==> config.mk <==
export PLATFORM = sky130hd
export DESIGN_NAME = dma_cpu_prog_master
export DESIGN_NICKNAME = d
export VERILOG_FILES = /design/src/rtl/dma_cpu_prog_master.sv
export SDC_FILE = /design/constraint.sdc
export NUM_CORES = 1
export LEC_CHECK = 0
export ABC_AREA = 1
export BUFFER_PORTS_ARGS = -buffer_cell sky130_fd_sc_hd__buf_4
export CAP_MARGIN = 20
export CORE_MARGIN = 4
export CORE_UTILIZATION = 30
export DETAILED_ROUTE_END_ITERATION = 12
export MAX_ROUTING_LAYER = met4
export PLACE_DENSITY = 0.58
export SLEW_MARGIN = 20
export SYNTH_ARGS = -nofsm -noshare
export SYNTH_HDL_FRONTEND = slang
export SYNTH_SLANG_ARGS = --single-unit
==> constraint.sdc <==
create_clock -name CLK -period 1.6 [get_ports CLK]
set_clock_uncertainty 0.05 [all_clocks]
set_input_delay 0.32 -clock CLK [delete_from_list [all_inputs] [get_ports CLK]]
set_output_delay 0.32 -clock CLK [all_outputs]
set_load 0.03 [all_outputs]
==> src/rtl/dma_cpu_prog_master.sv <==
// CPU-side programming master for an 8237 DMA controller: byte-wide IOR/IOW cycles with
// configurable setup/strobe/hold timing. Optional macro DMA_PROG_AUTO_CLRBP_EN adds a clear-byte-pointer write before wide requests.
module dma_cpu_prog_master #(
  parameter int unsigned SETUP_CYC  = 1,
  parameter int unsigned STROBE_CYC = 2,
  parameter int unsigned HOLD_CYC   = 1
) (
  input  logic        CLK,
  input  logic        RESET_N,
  input  logic        REQ_VALID,
  output logic        REQ_READY,
  input  logic        REQ_WR,
  input  logic [3:0]  REQ_ADDR,
  input  logic        REQ_WIDE,
  input  logic [15:0] REQ_WDATA,
  output logic        RSP_VALID,
  output logic [15:0] RSP_RDATA,
  output logic        CS_N,
  output logic        IOR_N,
  output logic        IOW_N,
  output logic [3:0]  ADDR_L,
  output logic [7:0]  DB_OUT,
  output logic        DB_OE,
  input  logic [7:0]  DB_IN,
  input  logic        HLDA
);

  localparam int unsigned CNT_W = 4;
  localparam logic [3:0]  CLRBP_ADDR = 4'hC;
`ifdef DMA_PROG_AUTO_CLRBP_EN
  localparam bit AUTO_CLR = 1'b1;
`else
  localparam bit AUTO_CLR = 1'b0;
`endif

  typedef enum logic [2:0] {IDLE, SETUP, STROBE, HOLD, GAP, RESP} state_e;

  state_e             state_q, state_d;
  logic [CNT_W-1:0]   cnt_q, cnt_d;
  logic               wr_q, wr_d;
  logic [3:0]         addr_q, addr_d;
  logic               wide_q, wide_d;
  logic [15:0]        wdata_q, wdata_d;
  logic               clr_q, clr_d;
  logic               byte_q, byte_d;
  logic [7:0]         rd_lo_q, rd_lo_d;
  logic [7:0]         rd_hi_q, rd_hi_d;
  logic               ready_q, ready_d;
  logic               rsp_valid_q, rsp_valid_d;
  logic [15:0]        rsp_rdata_q, rsp_rdata_d;
  logic               cs_n_q, cs_n_d;
  logic               ior_n_q, ior_n_d;
  logic               iow_n_q, iow_n_d;
  logic [3:0]         addr_l_q, addr_l_d;
  logic [7:0]         db_out_q, db_out_d;
  logic               db_oe_q, db_oe_d;
  logic               busy_d;
  logic               cyc_wr_d;

  // Next state, then bus outputs derived from the next state so the pins are flop outputs.
  always_comb begin
    state_d     = state_q;
    cnt_d       = cnt_q;
    wr_d        = wr_q;
    addr_d      = addr_q;
    wide_d      = wide_q;
    wdata_d     = wdata_q;
    clr_d       = clr_q;
    byte_d      = byte_q;
    rd_lo_d     = rd_lo_q;
    rd_hi_d     = rd_hi_q;
    rsp_rdata_d = rsp_rdata_q;

    case (state_q)
      IDLE: begin
        if (ready_q && !HLDA && REQ_VALID) begin
          wr_d    = REQ_WR;
          addr_d  = REQ_ADDR;
          wide_d  = REQ_WIDE;
          wdata_d = REQ_WDATA;
          clr_d   = AUTO_CLR && REQ_WIDE;
          byte_d  = 1'b0;
          state_d = SETUP;
          cnt_d   = CNT_W'(SETUP_CYC - 1);
        end
      end
      SETUP: begin
        if (cnt_q == '0) begin
          state_d = STROBE;
          cnt_d   = CNT_W'(STROBE_CYC - 1);
        end else begin
          cnt_d = cnt_q - CNT_W'(1);
        end
      end
      STROBE: begin
        if (cnt_q == '0) begin
          // Read data is captured on the edge that ends the strobe.
          if (!(wr_q || clr_q)) begin
            if (byte_q) rd_hi_d = DB_IN;
            else        rd_lo_d = DB_IN;
          end
          state_d = HOLD;
          cnt_d   = CNT_W'(HOLD_CYC - 1);
        end else begin
          cnt_d = cnt_q - CNT_W'(1);
        end
      end
      HOLD: begin
        if (cnt_q == '0) begin
          if (clr_q) begin
            clr_d   = 1'b0;
            state_d = GAP;
          end else if (wide_q && !byte_q) begin
            byte_d  = 1'b1;
            state_d = GAP;
          end else begin
            state_d = RESP;
            if (!wr_q) rsp_rdata_d = wide_q ? {rd_hi_q, rd_lo_q} : {8'h00, rd_lo_q};
          end
        end else begin
          cnt_d = cnt_q - CNT_W'(1);
        end
      end
      GAP: begin
        if (!HLDA) begin
          state_d = SETUP;
          cnt_d   = CNT_W'(SETUP_CYC - 1);
        end
      end
      RESP:    state_d = IDLE;
      default: state_d = IDLE;
    endcase

    busy_d      = (state_d == SETUP) || (state_d == STROBE) || (state_d == HOLD);
    cyc_wr_d    = wr_d || clr_d;
    cs_n_d      = !busy_d;
    iow_n_d     = !((state_d == STROBE) && cyc_wr_d);
    ior_n_d     = !((state_d == STROBE) && !cyc_wr_d);
    addr_l_d    = busy_d ? (clr_d ? CLRBP_ADDR : addr_d) : 4'h0;
    db_oe_d     = busy_d && cyc_wr_d;
    db_out_d    = 8'h00;
    if (db_oe_d && !clr_d) db_out_d = byte_d ? wdata_d[15:8] : wdata_d[7:0];
    rsp_valid_d = (state_d == RESP);
    ready_d     = (state_d == IDLE);
  end

  always_ff @(posedge CLK or negedge RESET_N) begin
    if (!RESET_N) begin
      state_q     <= IDLE;
      cnt_q       <= '0;
      wr_q        <= 1'b0;
      addr_q      <= 4'h0;
      wide_q      <= 1'b0;
      wdata_q     <= 16'h0000;
      clr_q       <= 1'b0;
      byte_q      <= 1'b0;
      rd_lo_q     <= 8'h00;
      rd_hi_q     <= 8'h00;
      ready_q     <= 1'b0;
      rsp_valid_q <= 1'b0;
      rsp_rdata_q <= 16'h0000;
      cs_n_q      <= 1'b1;
      ior_n_q     <= 1'b1;
      iow_n_q     <= 1'b1;
      addr_l_q    <= 4'h0;
      db_out_q    <= 8'h00;
      db_oe_q     <= 1'b0;
    end else begin
      state_q     <= state_d;
      cnt_q       <= cnt_d;
      wr_q        <= wr_d;
      addr_q      <= addr_d;
      wide_q      <= wide_d;
      wdata_q     <= wdata_d;
      clr_q       <= clr_d;
      byte_q      <= byte_d;
      rd_lo_q     <= rd_lo_d;
      rd_hi_q     <= rd_hi_d;
      ready_q     <= ready_d;
      rsp_valid_q <= rsp_valid_d;
      rsp_rdata_q <= rsp_rdata_d;
      cs_n_q      <= cs_n_d;
      ior_n_q     <= ior_n_d;
      iow_n_q     <= iow_n_d;
      addr_l_q    <= addr_l_d;
      db_out_q    <= db_out_d;
      db_oe_q     <= db_oe_d;
    end
  end

  // HLDA gates acceptance immediately, so the bus is never requested while granted away.
  assign REQ_READY = ready_q && !HLDA;
  assign RSP_VALID = rsp_valid_q;
  assign RSP_RDATA = rsp_rdata_q;
  assign CS_N      = cs_n_q;
  assign IOR_N     = ior_n_q;
  assign IOW_N     = iow_n_q;
  assign ADDR_L    = addr_l_q;
  assign DB_OUT    = db_out_q;
  assign DB_OE     = db_oe_q;

endmodule

* Word level (Yosys, flattened, before mapping)
Index checks and enable logic that the tools add are counted.
** Operators by class
- Multiplexer cells :: 33
- Equality and inequality tests :: 11
- Order comparisons :: 0
- Multiply operators :: 0
- Reductions and logical operators :: 27
- Divide/modulo/power cells :: 0
- $add $sub $neg :: 1
- Shifts and indexed selects :: 0
- Bitwise gates (word level) :: 5
** Operators by type and width (number)
- $mux W16 :: 3
- $mux W4 :: 9
- $pmux W4 S5 :: 1
- $mux W8 :: 2
- $mux W3 :: 5
- $pmux W3 S5 :: 1
- $eq A3 B2 Y1 const B :: 4
- $reduce_and A4 Y1 :: 3
- $mux W1 :: 10
- $logic_and A1 B1 Y1 :: 7
- $logic_not A1 Y1 :: 7
- $eq A3 B1 Y1 const B :: 2
- $eq A3 B3 Y1 const B :: 2
- $logic_not A3 Y1 :: 2
- $ne A2 B2 Y1 const B :: 3
- $not A1 Y1 :: 5
- $reduce_and A5 Y1 :: 1
- $reduce_bool A5 Y1 :: 1
- $logic_not A4 Y1 :: 1
- $logic_or A1 B1 Y1 :: 4
- $pmux W1 S2 :: 2
- $sub A4 B1 Y4 const B :: 1
- $reduce_and A2 Y1 :: 1
** Storage, ports and cells
- Memories kept :: 0
- Input bits :: 34
- ROM bits :: 0
- Word-level logic and storage cells :: 96
- Bits in writable memories :: 0
- Register bits after elaboration :: 81
- Output and inout bits :: 34
- Latch bits :: 0

* Longest topological paths before layout
Gate-level depths: netlist of the first run.
- Word-level depth :: 12
- Gate-level depth with buffers :: 10
- Depth with buffers taken out :: 10

* Worst setup path after synthesis of the first run
OpenSTA, ideal clock, no wires.
- Path type :: register -> register
- Start point :: register cnt_q[0]
- End point :: register rd_hi_q[6]
- Required time :: 1.433 ns
- Library setup time :: 0.117 ns
- Path buffers :: 1
- Stages on the path, launching flop included :: 11
- Path slack :: -0.016 ns
- Data arrival time :: 1.448 ns
- Clock period less this slack :: 1.616 ns
- Cell sequence :: dfrtp_1 inv_1 ha_1 inv_1 nor3_4 nand2_1 inv_2 nand3b_4 buf_6 nand2_1 o21ai_2
** Between the ends
- Cells in the longest elaborated chain, start to end :: 2
** Ends and longest elaborated chain
- start, declared :: line 39 : logic [CNT_W-1:0] cnt_q, cnt_d;
- start signal, assigned :: line 170 : cnt_q <= cnt_d;
- $logic_not A4 Y1 :: line 96 : if (cnt_q == '0) begin
- $reduce_and A4 Y1 (no line)
- end signal, assigned :: line 178 : rd_hi_q <= rd_hi_d;
- end, declared :: line 47 : logic [7:0] rd_hi_q, rd_hi_d;
No other way between the ends.
A chain may end at the register's enable or synchronous reset.

* Worst setup path in the final report of the first run
- Start point :: register cnt_q[1]
- End point :: register db_out_q[0] (netlist: DB_OUT[0])
** Between the ends
- Cells in the longest elaborated chain, start to end :: 9
- Elaborated cells on any way between the ends :: 20
- Those cells by class :: eq/ne (3); mux (10); reduce/logical (7)
** Ends and longest elaborated chain
- $logic_not A4 Y1 * :: line 88, 96, 109
- $mux W3 (on tied branches) :: line 109, 88, 96
- $pmux W3 S5 :: line 74 : case (state_q)
- $eq A3 B1 Y1 or $eq A3 B2 Y1 (tied branches) :: line 134 : busy_d = (state_d == SETUP) || (state_d == STROBE) || (state_d == HOLD);
- $logic_or A1 B1 Y1 (2 in a row) :: line 134
- $logic_and A1 B1 Y1 :: line 140 : db_oe_d = busy_d && cyc_wr_d;
- $logic_and A1 B1 Y1 :: line 142 : if (db_oe_d && !clr_d) db_out_d = byte_d ? wdata_d[15:8] : wdata_d[7:0];
- $mux W8 * :: line 142
- via db_out_d[0] :: line 55 : logic [7:0] db_out_q, db_out_d;
- end signal, assigned :: line 186 : db_out_q <= db_out_d;
- end, declared :: line 55
The timed path passes the listed nets; every way through them passes the cells marked *.

==> results of run 1 <==
-- layer usage --
layer	global-route usage	vias up	share of wire
li1	-	1374	-
met1	0.173	1258	0.47
met3	0.0301	10	0.043
met2	0.199	60	0.47
met4	0.0459	0	0.015
met5	-	-	0
-- cell usage after synthesis --
master | number | area (um2)
nor3_4 | 1 | 16.3
ha_1 | 2 | 25.0
nor3_1 | 1 | 5.00
nand3_1 | 22 | 110
nor2_2 | 2 | 12.5
inv_1 | 31 | 116
o21ai_0 | 7 | 35.0
nand2_2 | 11 | 68.8
or2_2 | 1 | 6.26
o21ai_2 | 14 | 123
buf_4 | 2 | 15.0
nand3_4 | 2 | 35.0
nand2_4 | 6 | 67.6
nand2_1 | 139 | 522
a21oi_1 | 10 | 50.1
dfrtp_1 | 78 | 1950
o21a_1 | 1 | 7.51
buf_12 | 2 | 40.0
nand3_2 | 2 | 20.0
dfstp_2 | 3 | 78.8
o21ai_1 | 10 | 50.1
xor2_1 | 1 | 8.76
nor2_8 | 1 | 20.0
buf_2 | 2 | 10.0
o22ai_1 | 2 | 12.5
buf_6 | 3 | 33.8
nor2_1 | 10 | 37.5
inv_2 | 4 | 15.0
nor2_4 | 3 | 33.8
nand3b_4 | 1 | 20.0
-- final timing paths --
kind,startpoint,to,cells past startpoint
max,cnt_q[1]$_DFFE_PN0P_,DB_OUT[0]$_DFF_PN0_,9
min,REQ_WIDE,wide_q$_DFFE_PN0P_,3
max reg2reg,cnt_q[1]$_DFFE_PN0P_,DB_OUT[0]$_DFF_PN0_,9
min reg2reg,wdata_q[4]$_DFF_PN0_,wdata_q[4]$_DFF_PN0_,2
max in group asynchronous,RESET_N,addr_q[3]$_DFF_PN0_,3
min in group asynchronous,RESET_N,rd_hi_q[0]$_DFFE_PN0P_,2
-- through the flow --
| step | cell area (um2) | total power [W] |
|---|---|---|
| 2_1_floorplan | 3570 | 0.00601 |
| 3_3_place_gp | 4350 | 0.00732 |
| 3_5_place_dp | 4350 | 0.00741 |
| 4_1_cts | 4700 | 0.00974 |
| 5_1_grt | 4830 | 0.0106 |
| 6_report | 4830 | 0.00993 |
-- worst register-to-register path: stages (launching register included) --
cell     delay (ns)
dfrtp_1        0.38
inv_2          0.08
ha_4           0.15
inv_2          0.04
nor3_4         0.21
buf_4          0.16
nand2_4        0.05
nand3_4        0.09
nand3_4        0.15
a21oi_1        0.19
-- cells in the final DEF, fill, tap and decap left out, drive strengths merged --
cell type    instances
nand2              156
buf                 95
nor3                 2
o21a                 1
clkbuf              12
inv                 36
o21ai               31
xor2                 1
dfstp                3
o22ai                2
dlygate4sd3          1
bufinv               2
ha                   2
clkinv               1
nor2                16
nand3               26
nand3b               2
a21oi               10
or2                  1
dfrtp               78
-- flip-flops by register name (all words and copies together) (netlist names), 3 cells and up --
signal / count
DB_OUT: 8
rd_hi_q: 8
RSP_RDATA: 16
ADDR_L: 4
state_q: 3
cnt_q: 4
rd_lo_q: 8
addr_q: 4
wdata_q: 16
-- area by class of cell --
| type | count | area [um2] |
|---|---|---|
| timing repair buffer | 96 | 752 |
| fill | 1136 | 6680 |
| inverter | 35 | 131 |
| sequential | 81 | 2030 |
| clock inverter | 4 | 73.8 |
| clock buffer | 12 | 256 |
| multi-input combinational | 250 | 1410 |
| tap | 143 | 179 |
-- cell families after synthesis --
group	share of synthesized area
flops	0.572
compound gates	0.0783
buf+inv	0.0649
simple gates	0.275
xor+xnor	0.00247
fa+ha+maj	0.00705
-- power by group --
group	switching (W)	internal, W	total [W]	leakage [nW]
clock network	0.000815	0.00146	0.00227	0.163
logic	0.00259	0.00165	0.00424	1.38
registers	0.000470	0.00295	0.00342	1.02
total	0.00388	0.00606	0.00993	2.56
-- repair_timing --
action,4_1_cts,5_1_grt
endpoints found under the setup margin,10,35
resized for setup,0,34
setup buffers,0,4
hold endpoints to repair,19,0
cloned,1,0
hold buffers,1,0
pin swaps,1,4
==> summary.md, run 1 <==
| Metric | Value |
|---|---|
| Outcome | finished with violations |
| Failing checks | setup timing |
| Worst Setup Path Type | reg2reg |
| DRT iter0 DRCs | 138 |
| Worst R2R Setup Slack | -0.04 ns |
| DR vias | 2702 |
| Vias per cell | between 4 and 5 |
| Synthesized flop and latch total | 81 |
| PortBufs | 67 |
| Num CTS Buffers | 9 |
| Drc violations | 0 |
| Post-Place Setup Slack | -0.0358 ns |
| CTS tree | done |
| Synth cell types | 30 |
| Largest net degree at the start of global routing | 33 |
| Global router's overall resource usage | 0.131 |
| Number of setup violations in the final report | 4 |
| Final hold slack | 0.164 ns |
| Fmax | 611 MHz |
| CP max FO | 8 |
| Clock Pin Slew Worst Setup and Hold Paths | 0.06 ns |
| GRT overflow | 0 |
| Vias in the first global route | 2720 |
| Critical Path RT | 1.80 ns |
| Nets | 509 |
| Clock buffer depth | 2 |
| RSZ-0062 raised after global routing | yes |
| Max-capacitance violation count | 0 |
| Crit. End Element | flop |
| CTS Root Cell | clkbuf_16 |
| Period utilization | 1.02 |
| Syn Inst Count | between 300 and 400 |
| Layout cells sized above 1 | 0.404 |
| IO Pins | between 60 and 70 |
| Initial antenna violation count | 0 |
| Bufs and invs on worst path | 3 |
| Slew Limit Fails | 0 |
| Placed Cells | 599 |
| Crit-path cells | inv_2, ha_4, inv_2, nor3_4, buf_4, nand2_4, nand3_4, nand3_4, a21oi_1 |
| Rel. slew slack | 0.753 |
| PnR worst setup slack | -0.0372 ns |
| CTS H-tree lvls | 3 |
| CP peak stage delay | 0.38 ns |
| Final TNS setup | -0.0518 ns |
| Clock Latency Late Sink | 0.34 ns |
| Final count of hold timing violations | 0 |
| Routed Antenna Nets | 0 |
| Num rows | 39 |
| HPWL reported at the end of detailed placement | 5890 um |
| Core Region | 11500 um2 |
| Area growth from synthesis to layout | 36.3% |
| Lkg Pwr | 2.56 nW |
| P per Cell Area | 2050 nW/um2 |
| Ant. Diodes | 0 |
| Fin crit period | 1.64 ns |
| Peak supply drop | around 0.76 mV |
| Routability Congestion | 0.832 |
| Drt total wl | 8100 um |
| CP Launch Type | flop |
| Core Util, Final | 0.420 |
| Hold Path Class | in2reg |
| Wire per inst | 13.0 um |
| Syn_nets | 410 |
| Die X | between 100 and 150 um |
| Worst-margin pin slew | 0.370 ns |
| Chip height | 117 um |
| Worst path top cell family by delay | simple AND/OR/NAND/NOR gates |
| Mapped Avg Cell Area | 9.48 um2 |
| Initial core utilization | 0.308 |
| First-pass DRT Iterations | 4 |
| CP max-delay cell | dfrtp_1 |
| Worst EP arrival | 1.84 ns |
| Netlist Area Pre-Place | 3550 um2 |
| Yosys warning total | 0 |
| Seq/Total Area, Yosys | 0.572 |
| Finished Layout Cells | between 600 and 700 |
| Die area | 13600 um2 |
| First-pass GRT wire length | 13400 um |
| CTS Sinks | between 80 and 90 |
(Power assumes the default switching activity.)
==> inputs of run 2 (changes only) <==
PLACE_DENSITY = 0.57   (was 0.58)
clock period = 2.1 ns   (was 1.6 ns; I/O delays follow)
==> run 2 against run 1 <==
  * The flow now finishes without violations
  * Cell count shrank 4.3%
  * Global-route usage shrank 0.34 points
  * Clock power shrank 25%
  * Design area shrank 6.7%
  * Largest power group unchanged
  * Critical path type unchanged
  * Combinational power shrank 36%
  * Register-to-register slack gained 0.35 ns
  * Sequential share of layout area grew 3.0 points
  * Clock-buffer cell count shrank 2
  * Setup slack gained 0.35 ns
  * Critical path depth is the same
==> summary.md, run 2 (synthesis results as in run 1) <==
| Metric | Value |
|---|---|
| Commonest cells after routing, fill and taps aside | nand2_1, dfrtp_1, buf_4, inv_1, nand3_1 |
| Fillers | 1169 |
| Global router's overall resource usage | 0.128 |
| CP peak stage delay | slightly below 0.4 ns |
| Placed inst area | 4180 um2 |
| Area growth from synthesis to layout | 27.2% |
| Sequential power share | 0.372 |
| Clock Pin Slew Worst Setup and Hold Paths | 0.06 ns |
| Logic pwr share | 0.387 |
| First-pass GRT wire length | approximately 13000 um |
| HPWL reported at the end of detailed placement | 5740 um |
| Max-capacitance violation count | 0 |
| Clock share of power | 0.242 |
| Final hold slack | 0.265 ns |
| Nets | 483 |
| Initial core utilization | 0.308 |
| CTS tree | done |
| P_int | between 0.004 and 0.005 W |
| Postcts setup bufs | 0 |
| Layout cells sized above 1 | 0.302 |
| Num CTS Buffers | 9 |
| Worst R2R Setup Slack | 0.31 ns |
| Period utilization | 0.851 |
| Fmax | 560 MHz |
| Outcome | completed |
| Peak supply drop | 0.549 mV |
| Routed Antenna Nets | 0 |
| Hold Path Class | in2reg |
| Critical Path RT | around 2.3 ns |
| CP Launch Type | flop |
| DR vias | 2626 |
| Worst Setup Path Type | reg2reg |
| Drt total wl | 7750 um |
| Worst EP arrival | 1.96 ns |
| Die X | 117 um |
| GRT overflow | 0 |
| Slew Limit Fails | 0 |
| CTS H-tree lvls | 3 |
| Clock buffer depth | 2 |
| Drc violations | 0 |
| Finished Cell Area | 4510 um2 |
| Crit path top cell by count | nand2_4 |
| Num rows | 39 |
| Wire per inst | 13.0 um |
| Die area | around 14000 um2 |
| Post-CTS Resized | 0 |
| CP max-delay cell | dfrtp_1 |
| Worst path top cell family by delay | simple AND/OR/NAND/NOR gates |
| Worst-margin pin slew | 0.462 ns |
| Register Area | 2030 um2 |
| Largest net degree at the start of global routing | 52 |
| Crit. End Element | flop |
| CTS Root Cell | clkbuf_16 |
| Lkg Pwr | between 2 and 2.5 nW |
| Rel. slew slack | 0.692 |
| Commonest non-fill, non-tap cell in the layout | nand2_1 |
| Routability Congestion | 0.849 |
| Bufs and invs on worst path | 2 |
| Multi-input logic area | 1290 um2 |
| Ant. Diodes | 0 |
| PortBufs | 67 |
| Sw power | 0.00276 W |
| Vias per cell | 4.42 |
| Chip height | 117 um |
| Final count of hold timing violations | 0 |
| Clock Latency Late Sink | 0.33 ns |
| IO Pins | between 60 and 70 |
| Core Region | 11500 um2 |
| P per Cell Area | 1560 nW/um2 |
| RSZ-0062 raised after global routing | no |
| Initial antenna violation count | 0 |
| Vias in the first global route | around 2800 |
| Core Util, Final | 0.392 |
| Number of setup violations in the final report | 0 |
| Fin crit period | 1.79 ns |
| Crit-path cells | inv_1, ha_1, nand3_2, nor2_8, nand2_4, nand2_4, inv_2, nand2_1, a21oi_1 |
| Overall power | 0.00706 W |
| CTS Sinks | 81 |
| CP max FO | 10 |
| First-pass DRT Iterations | 4 |
| DRT iter0 DRCs | 166 |
| Final TNS setup | 0 ns |
| Switching Share | 0.392 |
run 2: cell types whose count changed in the layout (fill, tap and decap cells not counted), moves of 7 or more:
cell / before / now
buf_4: 92 / 68
nand2_1: 124 / 139
nand2_2: 25 / 11
inv_1: 24 / 31
inv_2: 11 / 4
run 2: cell type report:
cell class,count,share of cell area
flip-flops and latches,81,0.450
multi-input cells,249,0.285
well taps,143,0.0396
clock buffers,10,0.0530
repair buffers,71,0.124
clock inverters,5,0.0191
inverters,35,0.0291
run 2: worst paths after layout:
kind / startpoint / to / cells after the start
max: cnt_q[0]$_DFFE_PN0P_ / DB_OUT[5]$_DFF_PN0_ / 9
min: REQ_WDATA[15] / wdata_q[15]$_DFF_PN0_ / 3
min in group asynchronous: RESET_N / rd_hi_q[2]$_DFFE_PN0P_ / 2
min reg2reg: wdata_q[9]$_DFF_PN0_ / wdata_q[9]$_DFF_PN0_ / 2
max reg2reg: cnt_q[0]$_DFFE_PN0P_ / DB_OUT[5]$_DFF_PN0_ / 9
max in group asynchronous: RESET_N / IOW_N$_DFF_PN1_ / 3
run 2: power by group through the flow:
stage | registers (W) | logic [W] | clock network [W]
after global placement | 0.00264 | 0.00271 | 0
after floorplan | 0.00303 | 0.00151 | 0
after CTS | 0.00263 | 0.00277 | 0.00174
final | 0.00262 | 0.00273 | 0.00171
after detailed placement | 0.00265 | 0.00277 | 0
after global routing | 0.00270 | 0.00307 | 0.00182
run 2: timing repair:
action | 4_1_cts | 5_1_grt
endpoints found under the setup margin | 0 | 0
hold buffers | 1 | 0
endpoints found under the hold margin | 30 | 0
run 2: routing by layer:
metal / part of all wire / wire [um] / vias up / track usage
met3: 0.045 / 347 / 11 / 0.0285
met5: 0 / 0 / - / -
met2: 0.49 / 3790 / 57 / 0.201
li1: - / - / 1318 / -
met1: 0.45 / 3520 / 1240 / 0.160
met4: 0.011 / 89 / 0 / 0.0497
run 2: stage by stage:
stage	cells	setup WS [ns]
after floorplan	374	0.484
after global placement	578	0.278
after detailed placement	578	0.240
after CTS	594	0.307
after global routing	594	0.132
final	594	0.314
run 2: worst register-to-register path: stages, from the launching register on:
cell	delay (ns)
dfrtp_1	0.39
inv_1	0.12
ha_1	0.20
nand3_2	0.22
nor2_8	0.26
nand2_4	0.08
nand2_4	0.13
inv_2	0.10
nand2_1	0.08
a21oi_1	0.06
==> inputs of run 3 (changes only) <==
ABC_AREA = 0   (was 1)
==> run 3 against run 2 <==
  * The flow now finishes with violations (setup timing)
  * Combinational power fell by 2%
  * Global-route usage shrank 0.52 points
  * Setup slack got worse by 0.34 ns
  * Synthesized cell count down 27%
  * Register-to-register slack got worse by 0.34 ns
  * Largest power group unchanged
==> summary.md, run 3 <==
| Metric | Value |
|---|---|
| Outcome | finished with violations |
| Failing checks | setup timing |
| Slew Limit Fails | 0 |
| Synth cell types | 40 |
| Largest area contributor in the netlist | dfrtp_1 |
| Critical Path RT | roughly 2.3 ns |
| Worst r2r path cells | 7 |
| Routability Congestion | 0.787 |
| Lkg Pwr | 2.09 nW |
| Routed Antenna Nets | 0 |
| PortBufs | 67 |
| CP max FO | 16 |
| Finished Layout Cells | 509 |
| Crit-path cells | inv_2, ha_4, or3b_4, or2_4, or4_4, nand2_1, nand2_1 |
| Initial antenna violation count | 0 |
| Worst EP arrival | 2.31 ns |
| Bufs and invs on worst path | 1 |
| Core Util, Final | 0.402 |
| Chip height | around 110 um |
| Ys flop type | dfrtp_1 |
| Largest net degree at the start of global routing | 29 |
| Final count of hold timing violations | 0 |
| Clock buffer depth | 2 |
| Finished Cell Area | 4360 um2 |
| Worst Setup Path Type | reg2reg |
| Nets | 400 |
| Fmax | 470 MHz |
| CTS tree | done |
| CTS Sinks | 81 |
| Vias per cell | 4.55 |
| CTS H-tree lvls | 3 |
| Vias in the first global route | 2417 |
| Layout cells sized above 1 | 0.398 |
| Commonest cells after routing, fill and taps aside | buf_4, dfrtp_1, nand2_1, mux2_2, nor2_1 |
| Commonest non-fill, non-tap cell in the layout | buf_4 |
| First-pass DRT Iterations | 4 |
| Global router's overall resource usage | 0.123 |
| CP Launch Type | flop |
| Fillers | 1074 |
| Worst Hold Path Cells | 3 |
| CP max-delay cell | or4_4 |
| Final hold slack | 0.247 ns |
| Core Region | 10800 um2 |
| GRT overflow | 0 |
| Clock Latency Late Sink | 0.34 ns |
| HPWL reported at the end of detailed placement | 5200 um |
| Synthesized flop and latch total | 81 |
| Seq/Total Area, Yosys | 0.612 |
| Initial core utilization | 0.306 |
| Placed Cells | 489 |
| DRT iter0 DRCs | 80 |
| CTS Root Cell | clkbuf_8 |
| Crit. End Element | flop |
| CP Depth | 7 |
| Mapped Avg Cell Area | roughly 12 um2 |
| Synth async-reset ratio | 1.00 |
| RSZ-0062 raised after global routing | yes |
| Ant. Diodes | 0 |
| Area contributors post-synth | dfrtp_1, mux2_2, nand2_1, mux2_1, nor2_1 |
| Number of setup violations in the final report | 20 |
| Die area | 12800 um2 |
| Synth top area share | 0.588 |
| Num CTS Buffers | 9 |
| Worst-margin pin slew | just under 0.6 ns |
| Fin crit period | 2.13 ns |
| Wire per inst | 14.2 um |
| Post-synth EDFFs | 0 |
| Period utilization | 1.01 |
| Worst path top cell family by delay | simple AND/OR/NAND/NOR gates |
| Netlist Area Pre-Place | approximately 3300 um2 |
| Area growth from synthesis to layout | 31.4% |
| Crit path top cell by count | nand2_1 |
| Overall power | 0.00621 W |
| Hold Path Class | in2reg |
| IO Pins | 68 |
| Yosys warning total | 0 |
| Syn_nets | 308 |
| Drc violations | 0 |
| Rel. slew slack | 0.607 |
| First-pass GRT wire length | 12100 um |
| Most common cell in the netlist | dfrtp_1 |
| Placed inst area | 4130 um2 |
| Clock Pin Slew Worst Setup and Hold Paths | 0.08 ns |
| Die X | 113 um |
| P per Cell Area | 1420 nW/um2 |
| Max-capacitance violation count | 0 |
| DR vias | around 2300 |
| Num rows | 38 |
| Peak supply drop | 0.684 mV |
| Post-synth top cells | dfrtp_1, nand2_1, mux2_2 |
| Drt total wl | 7230 um |
| Syn Inst Count | between 200 and 300 |
| CP peak stage delay | 0.54 ns |
| PnR worst setup slack | -0.0275 ns |
[run 3: area by class of cell]
class	count	area, um2	share of cell area
flip-flops and latches	81	2030	0.465
multi-input cells	174	1230	0.282
repair buffers	92	738	0.169
well taps	140	175	0.0401
clock buffers	11	131	0.0301
clock inverters	5	33.8	0.00774
inverters	6	22.5	0.00516
[run 3: cell families (layout without fill, tap and decap cells)]
kind of cell / after synthesis / after routing / share of synthesized area
AOI/OAI and AO/OA: 23 / 23 / 0.0418
muxes: 44 / 44 / 0.146
DFF: 81 / 81 / 0.612
buffers and inverters: 17 / 114 / 0.0347
and+or+nand+nor: 105 / 105 / 0.158
adders and majority gates: 2 / 2 / 0.00753
[run 3: worst register-to-register path, stage by stage, from the launching register on]
cell and delay [ns]:
dfrtp_1 0.40, inv_2 0.09, ha_4 0.14, or3b_4 0.37, or2_4 0.26, or4_4 0.54
nand2_1 0.11, nand2_1 0.05
[run 3: stage by stage]
step                setup TNS, ns  worst slack (ns)
CTS                        -0.481           -0.0405
floorplan                  -0.625           -0.0651
global route                -2.29            -0.126
global placement           -0.240           -0.0418
detailed placement         -0.504           -0.0755
finish                     -0.294           -0.0275
[run 3: path summary, 6_finish.rpt]
path                       slack (ns)                         to                    from
max in group asynchronous        0.98   RSP_RDATA[1]$_DFFE_PN0P_                 RESET_N
setup / recovery                -0.03  RSP_RDATA[13]$_DFFE_PN0P_    cnt_q[1]$_DFFE_PN0P_
min in group asynchronous        0.47     rd_hi_q[2]$_DFFE_PN0P_                 RESET_N
hold / removal                   0.25         wide_q$_DFFE_PN0P_                REQ_WIDE
setup reg to reg                -0.03  RSP_RDATA[13]$_DFFE_PN0P_    cnt_q[1]$_DFFE_PN0P_
hold reg to reg                  0.42   RSP_RDATA[6]$_DFFE_PN0P_  rd_lo_q[6]$_DFFE_PN0P_
[run 3: layer usage]
| layer | vias up | GRT usage | part of all wire |
|---|---|---|---|
| met5 | - | - | 0 |
| met4 | 0 | 0.0393 | 0.013 |
| met3 | 8 | 0.0358 | 0.056 |
| met2 | 58 | 0.194 | 0.49 |
| met1 | 1147 | 0.152 | 0.44 |
| li1 | 1104 | - | - |
[run 3: power breakdown]
group	switching (W)	internal, W
Sequential	0.000332	0.00222
Clock	0.000553	0.000428
Combinational	0.00145	0.00122
[run 3: what timing repair did]
item,4_1_cts,5_1_grt
gates resized for setup,4,3
pin swaps,6,0
hold endpoints to repair,18,0
hold buffers,1,0
buffers inserted,1,2
endpoints found under the setup margin,24,30
cloned,0,0
